===== config.mk =====
export PLATFORM = sky130hd
export DESIGN_NAME = lsu_ctrl
export DESIGN_NICKNAME = d
export VERILOG_FILES = /design/src/rtl/lsu_ctrl.sv
export SDC_FILE = /design/constraint.sdc
export NUM_CORES = 1
export LEC_CHECK = 0
export ABC_AREA = 1
export CAP_MARGIN = 10
export CORE_ASPECT_RATIO = 0.8
export CORE_UTILIZATION = 42
export DETAILED_ROUTE_END_ITERATION = 8
export HOLD_SLACK_MARGIN = 0.08
export PLACE_DENSITY = 0.75
export SLEW_MARGIN = 40
export SYNTH_ARGS = -nofsm -noshare
export SYNTH_HDL_FRONTEND = slang
export SYNTH_SLANG_ARGS = --single-unit

===== constraint.sdc =====
create_clock -name clk -period 1.7 [get_ports clk]
set_input_delay 0.17 -clock clk [delete_from_list [all_inputs] [get_ports clk]]
set_output_delay 0.17 -clock clk [all_outputs]
set_load 0.01 [all_outputs]

===== src/rtl/lsu_ctrl.sv =====
// Load/store controller driving a word-indexed data memory port; sub-word stores use read-modify-write.
// Optional LSU_STATS_EN adds saturating load/store/error response counters.
module lsu_ctrl #(
  parameter int          DEPTH    = 100,
  parameter logic [31:0] ERR_CODE = 32'hDEAD
) (
  input  logic        clk,
  input  logic        rst,
  input  logic        req_valid,
  output logic        req_ready,
  input  logic        req_we,
  input  logic [1:0]  req_size,
  input  logic        req_signed,
  input  logic [31:0] req_addr,
  input  logic [31:0] req_wdata,
  output logic        resp_valid,
  input  logic        resp_ready,
  output logic [31:0] resp_rdata,
  output logic        resp_err,
  output logic        mem_we,
  output logic [31:0] mem_addr,
  output logic [31:0] mem_wd,
  input  logic [31:0] mem_rd
`ifdef LSU_STATS_EN
  ,
  output logic [15:0] stat_loads,
  output logic [15:0] stat_stores,
  output logic [15:0] stat_errs
`endif
);

  typedef enum logic [2:0] {
    S_IDLE,
    S_LOAD,
    S_RMW_RD,
    S_WRITE,
    S_RESP
  } state_t;

  localparam logic [1:0] SZ_BYTE = 2'b00;
  localparam logic [1:0] SZ_HALF = 2'b01;
  localparam logic [1:0] SZ_WORD = 2'b10;
  localparam logic [1:0] SZ_ILL  = 2'b11;

  state_t      state_reg, state_next;
  logic [1:0]  size_reg;
  logic [1:0]  lo_reg;
  logic        signed_reg;
  logic [15:0] wdata_reg;
  logic [31:0] resp_rdata_reg;
  logic        resp_err_reg;
  logic [31:0] mem_addr_reg;
  logic [31:0] mem_wd_reg;

  logic        accept;
  logic        req_bad;
  logic [31:0] req_index;
  logic [7:0]  ld_byte;
  logic [15:0] ld_half;
  logic [31:0] load_data;
  logic [3:0]  lane_sel;
  logic [31:0] merged;

  assign req_ready  = (state_reg == S_IDLE);
  assign resp_valid = (state_reg == S_RESP);
  assign accept     = req_valid & req_ready;
  assign req_index  = {2'b00, req_addr[31:2]};
  assign resp_rdata = resp_rdata_reg;
  assign resp_err   = resp_err_reg;
  assign mem_addr   = mem_addr_reg;
  assign mem_wd     = mem_wd_reg;
  // Gate with rst so a write already in WRITE is dropped in the reset cycle.
  assign mem_we     = (state_reg == S_WRITE) & ~rst;

  always_comb begin
    req_bad = 1'b0;
    if (req_size == SZ_ILL)                              req_bad = 1'b1;
    if ((req_size == SZ_HALF) && req_addr[0])            req_bad = 1'b1;
    if ((req_size == SZ_WORD) && (req_addr[1:0] != 2'b00)) req_bad = 1'b1;
    if (req_index >= 32'(DEPTH))                         req_bad = 1'b1;
  end

  always_ff @(posedge clk) begin
    if (rst) state_reg <= S_IDLE;
    else     state_reg <= state_next;
  end

  always_comb begin
    state_next = state_reg;
    case (state_reg)
      S_IDLE: begin
        if (req_valid) begin
          if (req_bad)                  state_next = S_RESP;
          else if (!req_we)             state_next = S_LOAD;
          else if (req_size == SZ_WORD) state_next = S_WRITE;
          else                          state_next = S_RMW_RD;
        end
      end
      S_LOAD:   state_next = S_RESP;
      S_RMW_RD: state_next = S_WRITE;
      S_WRITE:  state_next = S_RESP;
      S_RESP:   if (resp_ready) state_next = S_IDLE;
      default:  state_next = S_IDLE;
    endcase
  end

  // Little-endian lane extraction for loads.
  always_comb begin
    ld_byte = mem_rd[7:0];
    case (lo_reg)
      2'd1:    ld_byte = mem_rd[15:8];
      2'd2:    ld_byte = mem_rd[23:16];
      2'd3:    ld_byte = mem_rd[31:24];
      default: ld_byte = mem_rd[7:0];
    endcase
    ld_half = lo_reg[1] ? mem_rd[31:16] : mem_rd[15:0];
    case (size_reg)
      SZ_BYTE: load_data = {{24{signed_reg & ld_byte[7]}}, ld_byte};
      SZ_HALF: load_data = {{16{signed_reg & ld_half[15]}}, ld_half};
      default: load_data = mem_rd;
    endcase
  end

  // Replace the addressed lane(s) of the fetched word, keep the others.
  genvar gi;
  generate
    for (gi = 0; gi < 4; gi++) begin : g_lane
      assign lane_sel[gi] = (size_reg == SZ_HALF) ? (lo_reg[1] == 1'(gi / 2))
                                                  : (lo_reg == 2'(gi));
      assign merged[8*gi +: 8] = lane_sel[gi]
          ? ((size_reg == SZ_HALF) ? wdata_reg[8*(gi % 2) +: 8] : wdata_reg[7:0])
          : mem_rd[8*gi +: 8];
    end
  endgenerate

  always_ff @(posedge clk) begin
    if (rst) begin
      size_reg       <= SZ_BYTE;
      lo_reg         <= 2'b00;
      signed_reg     <= 1'b0;
      wdata_reg      <= 16'h0;
      resp_rdata_reg <= 32'h0;
      resp_err_reg   <= 1'b0;
      mem_addr_reg   <= 32'h0;
      mem_wd_reg     <= 32'h0;
    end else begin
      case (state_reg)
        S_IDLE: begin
          if (accept) begin
            size_reg   <= req_size;
            lo_reg     <= req_addr[1:0];
            signed_reg <= req_signed;
            wdata_reg  <= req_wdata[15:0];
            if (req_bad) begin
              resp_rdata_reg <= ERR_CODE;
              resp_err_reg   <= 1'b1;
            end else begin
              mem_addr_reg <= req_index;
              if (req_we && (req_size == SZ_WORD)) mem_wd_reg <= req_wdata;
            end
          end
        end
        S_LOAD: begin
          resp_rdata_reg <= load_data;
          resp_err_reg   <= 1'b0;
        end
        S_RMW_RD: mem_wd_reg <= merged;
        S_WRITE: begin
          resp_rdata_reg <= 32'h0;
          resp_err_reg   <= 1'b0;
        end
        S_RESP: begin
          if (resp_ready) begin
            mem_addr_reg <= 32'h0;
            mem_wd_reg   <= 32'h0;
          end
        end
        default: ;
      endcase
    end
  end

`ifdef LSU_STATS_EN
  logic is_load_reg;

  always_ff @(posedge clk) begin
    if (rst) begin
      is_load_reg <= 1'b0;
      stat_loads  <= 16'h0;
      stat_stores <= 16'h0;
      stat_errs   <= 16'h0;
    end else begin
      if (accept) is_load_reg <= ~req_we;
      if ((state_reg == S_RESP) && resp_ready) begin
        if (resp_err_reg) begin
          if (stat_errs != 16'hFFFF) stat_errs <= stat_errs + 16'd1;
        end else if (is_load_reg) begin
          if (stat_loads != 16'hFFFF) stat_loads <= stat_loads + 16'd1;
        end else begin
          if (stat_stores != 16'hFFFF) stat_stores <= stat_stores + 16'd1;
        end
      end
    end
  end
`endif

endmodule

Word level (Yosys, flattened, before mapping)
Index checks and enable logic that the tools add are counted.

storage, ports and cells
  bits in registers = 121
  RAM bits = 0
  bits in read-only memories = 0
  latch bits = 0
  memories kept = 0
  word-level logic and storage cells = 87
  input port bits = 104
  output and inout bits = 100

operators by class
  $mul = 0
  reduce and logical (&&, ||, !) cells = 18
  divide/modulo/power cells = 0
  $add $sub $neg = 0
  bitwise operators = 6
  mux-type cells = 36
  order comparisons = 1
  equal/unequal tests = 17
  shift-type cells = 0

operators by type and width
  kind                   count
  $mux W32               8
  $pmux W32 S3           2
  $pmux W32 S2           2
  $mux W8                5
  $ge A30 B7 Y1 const B  1
  $pmux W8 S3            1
  $mux W16               1
  $pmux W3 S4            1
  $mux W1                11
  $mux W3                3
  $eq A2 B2 Y1 const B   4
  $ne A2 B1 Y1 const B   4
  $eq A2 B1 Y1 const B   3
  $eq A3 B2 Y1 const B   2
  $reduce_and A3 Y1      2
  $reduce_bool A2 Y1     3
  $reduce_bool A3 Y1     2
  $reduce_and A5 Y1      1
  $and A1 B1 Y1          4
  $logic_not A2 Y1       2
  $ne A2 B2 Y1 const B   2
  $reduce_and A2 Y1      2
  $reduce_and A4 Y1      1
  $eq A3 B1 Y1 const B   1
  other kinds (7)        10

Longest topological paths before layout
Gate-level depths: netlist of the first run.

  word-level depth = 8
  depth in mapped cells = 12
  mapped depth without buffers = 11

Least setup slack after synthesis of the first run
Ideal clock, no wire load.

  path kind = flip-flop to flip-flop
  start point = reg state_reg[1]
  end point = reg mem_wd_reg[10] (netlist: mem_wd[10])
  arrival time = 1.603 ns
  setup slack = -0.014 ns
  stages on the path, launching flop included = 13
  clock period less this slack = 1.714 ns
  library setup time = 0.111 ns
  buffers on the path = 2
  required time = 1.589 ns
  cell sequence = dfxtp_1 -> nor2_2 -> inv_2 -> nor2_4 -> inv_2 -> or2_1 -> nand2_2 -> nor2_2 -> and2_1 -> buf_6 -> buf_6 -> nor2_2 -> nor2_1

between the ends
  cells in the longest elaborated chain, start to end = 4
  elaborated cells between the ends (all ways) = 11
  those cells by class = eq/ne (6); mux (1); bitwise (1); reduce/logical (3)

ends and longest elaborated chain
  element                             RTL line  source
  start, declared                     45        state_t state_reg, state_next;
  start signal, assigned              85        else state_reg <= state_next;
  $logic_not A3 Y1 *                  64        assign req_ready = (state_reg == S_IDLE);
  named net req_ready                 10        output logic req_ready,
  $and A1 B1 Y1                       66        assign accept = req_valid & req_ready;
  $ne A2 B1 Y1 (no source line)       --
  $reduce_and A5 Y1 (no source line)  --
  end signal, assigned                159       if (req_we && (req_size == SZ_WORD)) mem_wd_reg <= req_wdata;
  end signal, assigned                167       S_RMW_RD: mem_wd_reg <= merged;
  end, declared                       53        logic [31:0] mem_wd_reg;

Mark *: on every way through the listed nets, which the timed path passes. The rest lies on a longest branch.
A chain may end at the register's enable or synchronous reset.

Final worst setup path of the first run
  start point = reg state_reg[2]
  end point = reg mem_wd_reg[28] (netlist: mem_wd[28])

between the ends
  cells in the longest elaborated chain, start to end = 4
  elaborated cells between the ends (all ways) = 11
  those cells by class = eq/ne (6); mux (1); bitwise (1); reduce/logical (3)

ends and longest elaborated chain
  element                             RTL line
  $logic_not A3 Y1                    64, 147
  $and A1 B1 Y1                       66
  $ne A2 B1 Y1 (no source line)       --
  $reduce_and A5 Y1 (no source line)  --

Parallel ways exist; a longest one is shown, timed or not.

==> results.yml, run 1 <==
die:
  die_w_um: 137
  die_h_um: 110
  start_util_pct: 43.0
  num_rows: 39
  ios: 204
  coreArea_sq_um: 14300
  die-area_sq_um: 15100
worst_setup_path:
  cp_max_fo: 16
  crit_path_top_delay_cell: "dfxtp_2"
  r2r_cells: 8
  crit_buf_inv: 2
  arrival_ns: 2.00
  slowest_delay_ns: 0.36
  cp_top_family: "simple AND/OR/NAND/NOR gates"
  reg2reg_to: "mem_wd[28]$_SDFFE_PP0P_"
  worstPathCellList: "nand3b_1 > inv_2 > o21ai_1 > nor2_2 > and2_4 > clkbuf_16 > nor2_1 > nor2_1"
  crit_required_ns: 2.06
  critPathCaptureType: "flip-flop"
  r2r-start: "state_reg[2]$_SDFFE_PP0P_"
  path_depth: 8
  r2r_slack_ns: 0.06
  critical_path_class: "flip-flop to flip-flop"
  crit_top_cell: "nor2_1"
  critPathLaunchType: "flip-flop"
synthesis:
  yosys.cell_count.top_type: "nand2_1"
  yosysWarnings: 0
  synth_cell_types: 29
  ys_ff_latch: 119
  synth_flop_cell: "dfxtp_1"
  synth_top_area_cell: "dfxtp_1"
  synthesis.area_sq_um: 6140
  synth_commonest_cells: "nand2_1 (235), nor2_1 (194), dfxtp_1 (119)"
  synth_edf_count: 0
  syn_area_per_cell_sq_um: 6.21
  ys_seq_area_share_pct: 38.8
  async_reset_ff_share_pct: 0
  synth_top_area_share_pct: 38.8
  synth_area_leaders: "dfxtp_1 (39%), nand2_1 (14%), nor2_1 (12%)"
  synthCells: 989
clocking:
  clk_pin_slew_ns: 0.06
  cts_made_buffers: 17
  ctsHtreeMaxLevel: 4
  cts_root_buffer: "clkbuf_16"
  tritoncts: "built"
  clock-sinks: 119
  clk_path_buf_depth: 2
  clock_latency_ns: 0.43
placed_design:
  hpwl_mm: 15.1
  io_buffers: 201
  dp.cells: 1371
  place_area_sq_um: 8660
  gp_congestion: 0.976
global_routing:
  grt_use_total_pct: 27.3
  use_met3_pct: 7.73
  antenna_found_initial: 0
  gr-usage-met2_pct: 40.6
  grtUsageMet1_pct: 38.7
  grt_max_degree: 63
  grt.busiest_layer: "met2"
  overflow: 0
  grt_pass1_wl_mm: 31.4
  grt_pass1_vias: 6236
finish:
  seqCellArea_sq_um: 2390
  n_antenna_cell: 0
  final_nets: 1315
  area_growth_pct: 53.1
  drive_gt1_share_pct: 11.6
  multi_input_comb_area_sq_um: 3110
  fin_cells: 1408
  nFillCells: 1235
  finalInstanceArea_sq_um: 9400
pwr:
  p_per_area_nw_per_um2: 914
  total_leakage_power_nw: 4.11
  finalPower_w: 0.00860
  irDropWorstVdd_mv: 0.770
sta:
  hold_viol: 0
  fin_hold_ws_ns: 0.143
  period_share_pct: 96.2
  fmax_mhz: 611
  setup_viol: 0
  slew_headroom_pct: 63.7
  slew_violations: 0
  tns_ns: 0
  worst_pin_slew_ns: 0.545
  fin_worst_skew_ns: 0.00592
  period_needed_ns: 1.64
  rsz0062_at_grt: "yes"
detailed_routing:
  drc: 0
  drt_iter0_drc: 729
  wl_per_cell_um: 14.8
  ant_nets: 0
  vias: 7054
  via_per_inst: 5.01
  first_pass_iters: 8
  routed_wirelength_mm: 20.8
min_path:
  hold_end: "mem_addr[2]$_SDFFE_PP0P_"
  hp-start: "rst"
  worstHoldPathCells: 4
  min_path_type: "input pin to flip-flop"
status:
  run_status: "finished clean"
flow_run:
  cap_violations: 0
[per-stage QoR]
step                      setup slack [ns]  util, %
final                               0.0644     65.8
after global routing               -0.0816     65.8
after CTS                          0.00116     65.0
after detailed placement            -0.243     60.6
after global placement              -0.214     60.6
after floorplan                     0.0118        -
[worst max-delay path by stage]
stage                                    from                 endpoint  slack [ns]
detailed placement               req_addr[28]   mem_wd[0]$_SDFFE_PP0P_       -0.24
CTS                 state_reg[0]$_SDFFE_PP0P_                   mem_we       0.001
global placement                 req_addr[14]  mem_wd[25]$_SDFFE_PP0P_       -0.21
floorplan           state_reg[0]$_SDFFE_PP0P_  mem_wd[10]$_SDFFE_PP0P_        0.01
finish              state_reg[2]$_SDFFE_PP0P_  mem_wd[28]$_SDFFE_PP0P_        0.06
global route         size_reg[1]$_SDFFE_PP0P_  mem_wd[11]$_SDFFE_PP0P_       -0.08
[cell families (layout without fill, tap and decap cells)]
family / after synthesis / count (layout) / share of synthesized area, %
AOI/OAI and AO/OA: 146 / 146 / 12.7
buffers and inverters: 170 / 404 / 11.3
other: 1 / 2 / 0.0611
DFF: 119 / 119 / 38.8
and+or+nand+nor: 553 / 553 / 37.2
[layer usage]
metal	vias to the layer above	routed length, um
met4	0	235
li1	3534	-
met5	-	0
met1	3148	9490
met2	349	8900
met3	23	2180
[timing repair]
action / 4_1_cts / 5_1_grt
hold buffers: 0 / 0
buffers inserted: 2 / 0
pin swaps: 0 / 3
endpoints found under the setup margin: 8 / 52
gates resized for setup: 8 / 22
hold endpoints to repair: 0 / 0
gates cloned: 0 / 3
[worst reg2reg max path: stages, from the launching register on]
cell       delay [ns]
dfxtp_2          0.36
nand3b_1         0.28
inv_2            0.15
o21ai_1          0.08
nor2_2           0.17
and2_4           0.22
clkbuf_16        0.21
nor2_1           0.05
nor2_1           0.08
[layout make-up]
| cell class | count | share of cell area [%] |
|---|---|---|
| inverter | 115 | 4.59 |
| timing repair buffer | 257 | 27.9 |
| sequential | 119 | 25.4 |
| clock buffer | 17 | 4.52 |
| multi-input combinational | 701 | 33.1 |
| clock inverter | 15 | 2.04 |
| tap | 184 | 2.45 |
[power breakdown]
| part | switching [W] | internal [W] | leakage, nW |
|---|---|---|---|
| Clock | 0.00143 | 0.00234 | 0.292 |
| Combinational | 0.000967 | 0.000836 | 2.85 |
| Sequential | 0.0000907 | 0.00293 | 0.973 |
| Total | 0.00249 | 0.00610 | 4.11 |
[cells in the final DEF (no fill, tap or decap), types with 3 or more instances in the layout]
master and count:
a21oi_1 79, a31oi_1 10, buf_12 12, buf_4 41, bufinv_16 3, clkbuf_16 20, clkdlybuf4s50_1 197, clkinv_4 3
clkinvlp_4 3, dfxtp_1 113, dfxtp_2 6, inv_1 108, inv_2 6, inv_6 6, nand2_1 233, nand2_2 5
nand3_1 88, nand3b_1 3, nor2_1 189, nor2_2 26, nor2_4 3, o211ai_1 12, o21ai_0 34, o21ai_1 6
Power figures use the tool's default switching activity.
==> inputs of run 2 (changes only) <==
- CORE_UTILIZATION: 42 -> 46
- PLACE_DENSITY: 0.75 -> 0.78
- clock period: 1.7 -> 1.87 ns (I/O delays scaled with it)
==> run 2 against run 1 <==
Via count increased by 1.2%. Count of clock-buffer cells in the layout grew 3. Clock skew increased by 0.00083 ns. Design area down 2.1%. Global-route usage up 2.8 points. Die area shrank 8.6%. Non-clock buffer count is 5 lower. Register-to-register slack gained 0.03 ns. Clock power shrank 12%. Worst setup slack better by 0.031 ns. Highest routed layer unchanged.
==> results.yml, run 2 (same netlist as run 1, synthesis figures left out) <==
sta:
  tns_ns: 0
  fmax_mhz: 563
  setup_viol: 0
  hold_viol: 0
  slew_violations: 0
  rsz0062_at_grt: "yes"
  period_share_pct: 94.9
  worst_slack_ns: 0.0950
  period_needed_ns: 1.78
  fin_worst_skew_ns: 0.00675
pwr:
  total_leakage_power_nw: 4.04
  p_per_area_nw_per_um2: 831
  irDropWorstVdd_mv: 0.636
detailed_routing:
  vias: 7139
  routed_wirelength_mm: 20.7
  via_per_inst: 5.12
  drt_iter0_drc: 722
  first_pass_iters: 5
  highest_layer: "met4"
  wl_per_cell_um: 14.8
  dr_wl_met2_mm: 8.58
  wl_met1_mm: 9.52
  drc: 0
  ant_nets: 0
  wl_met3_mm: 2.12
clocking:
  cts_made_buffers: 17
  clk_pin_slew_ns: 0.06
  cts_root_buffer: "clkbuf_16"
  clock-sinks: 119
  tritoncts: "built"
  clock_latency_ns: 0.42
  clk_path_buf_depth: 2
  ctsHtreeMaxLevel: 4
die:
  die_h_um: 105
  start_util_pct: 47.4
  die_w_um: 131
  ios: 204
  die-area_sq_um: 13800
  num_rows: 37
  coreArea_sq_um: 13000
worst_setup_path:
  critPathCaptureType: "flip-flop"
  r2r_cells: 12
  r2r_slack_ns: 0.09
  crit_path_start: "state_reg[1]$_SDFFE_PP0P_"
  arrival_ns: 2.13
  reg2reg_to: "mem_wd[2]$_SDFFE_PP0P_"
  crit_required_ns: 2.22
  critPathLaunchType: "flip-flop"
  cp_max_fo: 16
  r2r-start: "state_reg[1]$_SDFFE_PP0P_"
  critical_path_class: "flip-flop to flip-flop"
  critPathCapture: "mem_wd[2]$_SDFFE_PP0P_"
placed_design:
  place_ws_ns: -0.0506
  hpwl_mm: 15.2
  gp_congestion: 0.984
  io_buffers: 201
global_routing:
  antenna_found_initial: 0
  grt_pass1_vias: 6680
  grt_max_degree: 49
  overflow: 0
  grt_use_total_pct: 30.1
  grt_pass1_wl_mm: 32.9
finish:
  final_nets: 1310
  mostFrequentLayoutCells: "nand2_1 (234), clkdlybuf4s50_1 (197), nor2_1 (193), dfxtp_1 (117), inv_1 (109)"
  area_growth_pct: 49.8
  final_common_cell: "nand2_1"
  n_antenna_cell: 0
  nFillCells: 1115
  utilization_pct: 71.0
  drive_gt1_share_pct: 9.93
flow_run:
  cap_violations: 0
min_path:
  min_path_type: "input pin to flip-flop"
status:
  run_status: "finished clean"
==> run 2: report_power, final <==
part	switching, W	total [W]	internal (W)
combinational	0.000862	0.00158	0.000714
clock	0.00120	0.00332	0.00212
sequential	0.0000833	0.00275	0.00267
total	0.00215	0.00765	0.00550
==> run 2: through the flow <==
stage | total power, W | area, sq um | cells | hold slack [ns]
CTS | 0.00765 | 9180 | 1393 | 0.369
detailed placement | 0.00433 | 8550 | 1358 | 0.425
global placement | 0.00432 | 8550 | 1358 | 0.423
finish | 0.00765 | 9200 | 1394 | 0.376
floorplan | 0.00359 | 6150 | 990 | 0.351
global route | 0.00796 | 9200 | 1394 | 0.379
==> run 2: critical path, stage by stage, from the launching register on <==
cell and delay, ns:
dfxtp_2 0.38, nor2_2 0.06, buf_4 0.13, inv_2 0.06, nor2_4 0.03, buf_4 0.16, nand2_1 0.05, o21ai_1 0.07
nor2_2 0.21, and2_4 0.22, clkbuf_16 0.20, nor2_2 0.04, nor2_1 0.09
==> run 2: repair_timing <==
action	4_1_cts	5_1_grt
gates resized for setup	5	6
endpoints found under the hold margin	4	0
buffers inserted	2	0
cloned	0	1
endpoints found under the setup margin	3	34
hold buffers	1	0
pin swaps	1	1
==> run 2: worst min-delay path by stage <==
| stage | startpoint | to | slack, ns | cells past startpoint |
|---|---|---|---|---|
| after global routing | req_signed | signed_reg$_SDFFE_PP0P_ | 0.38 | 3 |
| after CTS | req_signed | signed_reg$_SDFFE_PP0P_ | 0.37 | 3 |
| after global placement | mem_addr[7]$_SDFFE_PP0P_ | mem_addr[7]$_SDFFE_PP0P_ | 0.42 | 2 |
| after floorplan | req_addr[0] | lo_reg[0]$_SDFFE_PP0P_ | 0.35 | 2 |
| after detailed placement | mem_addr[13]$_SDFFE_PP0P_ | mem_addr[13]$_SDFFE_PP0P_ | 0.43 | 2 |
| final | req_signed | signed_reg$_SDFFE_PP0P_ | 0.38 | 3 |
==> run 2: final cells by class <==
cell class              instances  area [sq um]  area share, %
clock inverters                12           153           1.66
flip-flops and latches        119          2380           25.9
clock buffers                  20           447           4.85
inverters                     115           432           4.69
repair buffers                252          2490           27.1
multi-input cells             701          3080           33.4
well taps                     175           219           2.38
==> run 2: layer usage <==
layer,global-route usage (%),vias to the layer above
met5,0,-
li1,-,3525
met2,43.8,357
met3,9.24,39
met1,41.6,3218
met4,10.8,0
